<file path="config.mk">
export PLATFORM = sky130hd
export DESIGN_NAME = fifo_rd_stream
export DESIGN_NICKNAME = d
export VERILOG_FILES = /design/src/rtl/fifo_rd_stream.sv
export SDC_FILE = /design/constraint.sdc
export NUM_CORES = 1
export LEC_CHECK = 0
export CELL_PAD_IN_SITES_DETAIL_PLACEMENT = 1
export CELL_PAD_IN_SITES_GLOBAL_PLACEMENT = 2
export CORE_ASPECT_RATIO = 2
export CORE_MARGIN = 8
export CORE_UTILIZATION = 33
export CTS_CLUSTER_DIAMETER = 80
export DETAILED_ROUTE_END_ITERATION = 16
export GPL_TIMING_DRIVEN = 0
export PLACE_DENSITY = 0.74
export SLEW_MARGIN = 20
export SYNTH_ARGS = -nofsm -noshare
export SYNTH_HDL_FRONTEND = slang
export SYNTH_SLANG_ARGS = --single-unit
</file>
<file path="constraint.sdc">
create_clock -name clk_rd -period 2.5 [get_ports clk_rd]
set_clock_uncertainty 0.15 [all_clocks]
set_input_delay 0.25 -clock clk_rd [delete_from_list [all_inputs] [get_ports clk_rd]]
set_output_delay 0.25 -clock clk_rd [all_outputs]
set_load 0.005 [all_outputs]
</file>
<file path="src/rtl/fifo_rd_stream.sv">
// fifo_rd_stream: drains an async FIFO read port into a 2-entry valid/ready stream buffer (FIFO_RD_CNT_EN adds rd_count).
// Latency: rd_en in cycle N gives m_valid in cycle N+2 when the buffer is empty; one word per cycle in steady state.
// Backpressure: with m_ready low, popping stops once buffered plus in-flight words reach two.
module fifo_rd_stream #(
  parameter int WIDTH = 8,
  parameter int CNT_W = 16
) (
  input  logic             clk_rd,
  input  logic             rst,
  output logic             rd_en,
  input  logic [WIDTH-1:0] rd_data,
  input  logic             flag_empty,
  output logic [WIDTH-1:0] m_data,
  output logic             m_valid,
  input  logic             m_ready
`ifdef FIFO_RD_CNT_EN
  ,
  output logic [CNT_W-1:0] rd_count
`endif
);

  logic [WIDTH-1:0] mem_q [2];
  logic [WIDTH-1:0] mem_d [2];
  logic             rd_ptr_q, rd_ptr_d;
  logic             wr_ptr_q, wr_ptr_d;
  logic [1:0]       occ_q, occ_d;
  logic             inflight_q, inflight_d;
  logic             pop;
  logic [2:0]       slots;

  assign m_valid = (occ_q != 2'd0);
  assign m_data  = mem_q[rd_ptr_q];
  assign pop     = m_valid && m_ready;

  always_comb begin
    // Occupancy after this edge: buffered plus in-flight minus the word leaving now.
    slots      = {1'b0, occ_q} + {2'b00, inflight_q} - {2'b00, pop};
    rd_en      = !rst && !flag_empty && (slots < 3'd2);
    mem_d      = mem_q;
    wr_ptr_d   = wr_ptr_q;
    rd_ptr_d   = rd_ptr_q ^ pop;
    occ_d      = slots[1:0];
    inflight_d = rd_en;
    if (inflight_q) begin
      mem_d[wr_ptr_q] = rd_data;
      wr_ptr_d        = ~wr_ptr_q;
    end
  end

  always_ff @(posedge clk_rd or posedge rst) begin
    if (rst) begin
      mem_q[0]   <= '0;
      mem_q[1]   <= '0;
      rd_ptr_q   <= 1'b0;
      wr_ptr_q   <= 1'b0;
      occ_q      <= 2'd0;
      inflight_q <= 1'b0;
    end else begin
      mem_q      <= mem_d;
      rd_ptr_q   <= rd_ptr_d;
      wr_ptr_q   <= wr_ptr_d;
      occ_q      <= occ_d;
      inflight_q <= inflight_d;
    end
  end

`ifdef FIFO_RD_CNT_EN
  logic [CNT_W-1:0] cnt_q, cnt_d;

  always_comb begin
    cnt_d = cnt_q + CNT_W'(pop);
  end

  always_ff @(posedge clk_rd or posedge rst) begin
    if (rst) cnt_q <= '0;
    else     cnt_q <= cnt_d;
  end

  assign rd_count = cnt_q;
`endif

endmodule

</file>
==> results of run 1 <==
[logic make-up after synthesis]
kind of cell,count (synthesis)
mux,24
simple gates,4
xor+xnor,3
fa+ha+maj,3
buf+inv,7
compound gates,1
flops,21
[what timing repair did]
action                     4_1_cts  5_1_grt
setup buffers                    3        2
resized for setup                6        0
pin swaps                        3        3
setup endpoints to repair        1        1
[layer usage]
layer,GRT usage (%),share of wire [%]
met1,10.5,37
met2,14.4,54
met3,2.73,8.2
met4,3.10,0.38
met5,0,0
[stage by stage]
| stage | instance area (sq um) | std cells |
|---|---|---|
| finish | 1300 | 123 |
| global route | 1300 | 123 |
| CTS | 1280 | 121 |
| detailed placement | 1210 | 114 |
| global placement | 1210 | 114 |
| floorplan | 965 | 63 |
[registers in the layout, summed over array words and instances (netlist names)]
signal / flops
rd_ptr_q: 1
wr_ptr_q: 1
inflight_q: 1
mem_q: 16
occ_q: 2
[layout make-up]
cell class | instances | area share, %
Sequential cell | 21 | 40.4
Multi-Input combinational cell | 35 | 31.8
Timing Repair Buffer | 26 | 18.7
Clock buffer | 3 | 3.18
Tap cell | 30 | 2.89
Inverter | 5 | 1.44
Buffer | 2 | 1.25
Clock inverter | 1 | 0.385
[placed cells by master, fill, tap and decap left out, drive strengths merged]
cell type / instances
fa: 1
inv: 5
ha: 2
clkdlybuf4s50: 20
xnor2: 1
dfrtp: 21
clkbuf: 3
o21a: 1
or2: 1
mux2: 24
clkinv: 1
xor2: 2
buf: 8
nand2b: 1
nor4: 1
nand2: 1
[worst max path at each step]
stage             to  slack [ns]      from  cells past startpoint
6_report       rd_en       -0.16  occ_q[1]                      7
5_1_grt        rd_en       -0.27  occ_q[1]                      7
4_1_cts        rd_en       -0.24  occ_q[0]                      7
3_5_place_dp   rd_en       -0.57   m_ready                      8
3_3_place_gp   rd_en       -0.50   m_ready                      8
2_1_floorplan  rd_en        0.25  occ_q[1]                      6
[power breakdown]
part	internal, W	switching, W	leakage (nW)	total, W
logic	0.000586	0.000296	0.324	0.000882
clock network	0.000111	0.000105	0.0255	0.000216
registers	0.000517	0.0000960	0.247	0.000613
total	0.00121	0.000497	0.596	0.00171
==> metrics.txt, run 1 <==
Crit path arrival time=2.26 ns; Cell Pwr Density=approximately 1300 mW/mm^2; Synth Area in Adders=4.67%; WP data required=~2.1 ns; clock-pin slew on the worst setup and hold paths=0.07 ns; compound-gate portion of the synthesized area=0.778%; H-tree Lvls=1; RR Endpoint=inflight_q; fin nets=109; gr ovfl total=0; Num CTS Buffers=3; die width=about 54 um; Peak VDD IR=between 0.5 and 0.6 mV; hold crit path type=primary input to async pin; EDFF count, synth=0; Vias=591; clock net sink count=21; max_cap viols=0; crit path time final=between 2 and 3 ns; setup TNS=-0.160 ns; sequential fraction of the synthesis area=54.5%; RSZ-0062 raised after global routing=true; Clock Tree Buf Depth=2; post-synthesis net count=78; first-pass GRT wire length=3.39 mm; clk_lat worst skew=0.25 ns; clock root buffer=clkbuf_8; crit-path max FO=2; Worst path top cell family by delay=adder cells; final setup vio count=1; Max stage delay on crit path=about 0.47 ns; Rel. slew slack=48.8%; # diodes=0; outcome=complete, but fails checks; largest net degree at the start of global routing=22; LEAKAGE=0.596 nW; WL final=about 2.1 mm; max frequency=376 MHz; Multi-input gate area=413 sq um; CP endpoint kind=primary output; mux share of post-synthesis cell area=~31%; Netlist cell types=15; Post-DP HPWL=1.53 mm; failing checks=setup timing; XOR/XNOR share of the synthesized area=2.72%; worst reg-to-reg path cell count=6; initial antenna violation count=0; cell with the most instances after synthesis=dfrtp_1; FF+latch count, synth=21; Core Util, Final=45.3%; Slew Limit Fails=0; initial DRC count=5; CP Buf/Inv Count=2; Syn Inst Count=63; Core Region=0.00287 sq mm; DRT antenna net count=0; Ports=22; slack of the worst reg-to-reg path=0.41 ns; CTS tree=yes; wire length per cell=17.0 um; GP Congestion=about 0.64; syn_area_per_cell=15.3 sq um; starting density of the core=33.6%; cell taking the most area after synthesis=dfrtp_1; most frequent cells after synthesis=21 x dfrtp_1, 16 x mux2_2, 8 x mux2_4, 5 x inv_1; layout cells sized above 1=43.0%; Tot Pwr=0.00171 W; simple-gate area share of the yosys netlist=2.59%; reg2reg start=occ_q[1]; share of Yosys cell area claimed by the top area cell type=between 50 and 60%; CP Class=flop to primary output; largest family of logic cells by synthesized area=multiplexers; residual DRC count=0; Post-CTS Hold Buffers=0; register area=526 sq um; Vias/cell=around 4.8; setup ws final=-0.160 ns; number of synthesis warnings=0; PortBufs=21; vias in the first global route=slightly above 700; worst slew pin tran=0.768 ns; top post-synthesis cells by area=dfrtp_1 54%, mux2_2 19%, mux2_4 12%, ha_1 2.6%, fa_1 2.1%; Syn-to-layout area delta=34.8%; Worst Hold Slack=0.335 ns; mapped cell area=965 sq um; First-pass DRT Iterations=2; fraction of registers with async set/reset=100%; Die Area=between 0.005 and 0.006 sq mm; Max stage delay cell, worst path=fa_1; worst slack at placement=-0.566 ns; Total GRT Usage=slightly below 9%; period utilisation layout=106%; FP Rows=28; Fillers=301; Die Y=92.5 um; startpoint types=flop; Final Hold Viols=0; dominant synthesized flop cell=dfrtp_1; critical path cell sequence=o21a_1, ha_1, inv_1, ha_2, fa_1, nor4_2, buf_2
No activity file was read; power rests on OpenSTA's default activity.
==> run 2, diff against run 1 <==
Settings changed: ABC_CLOCK_PERIOD_IN_PS from default to 2500.
==> results of run 2 <==
Same layout as run 1: the final DEF is identical, and so are final timing and power.
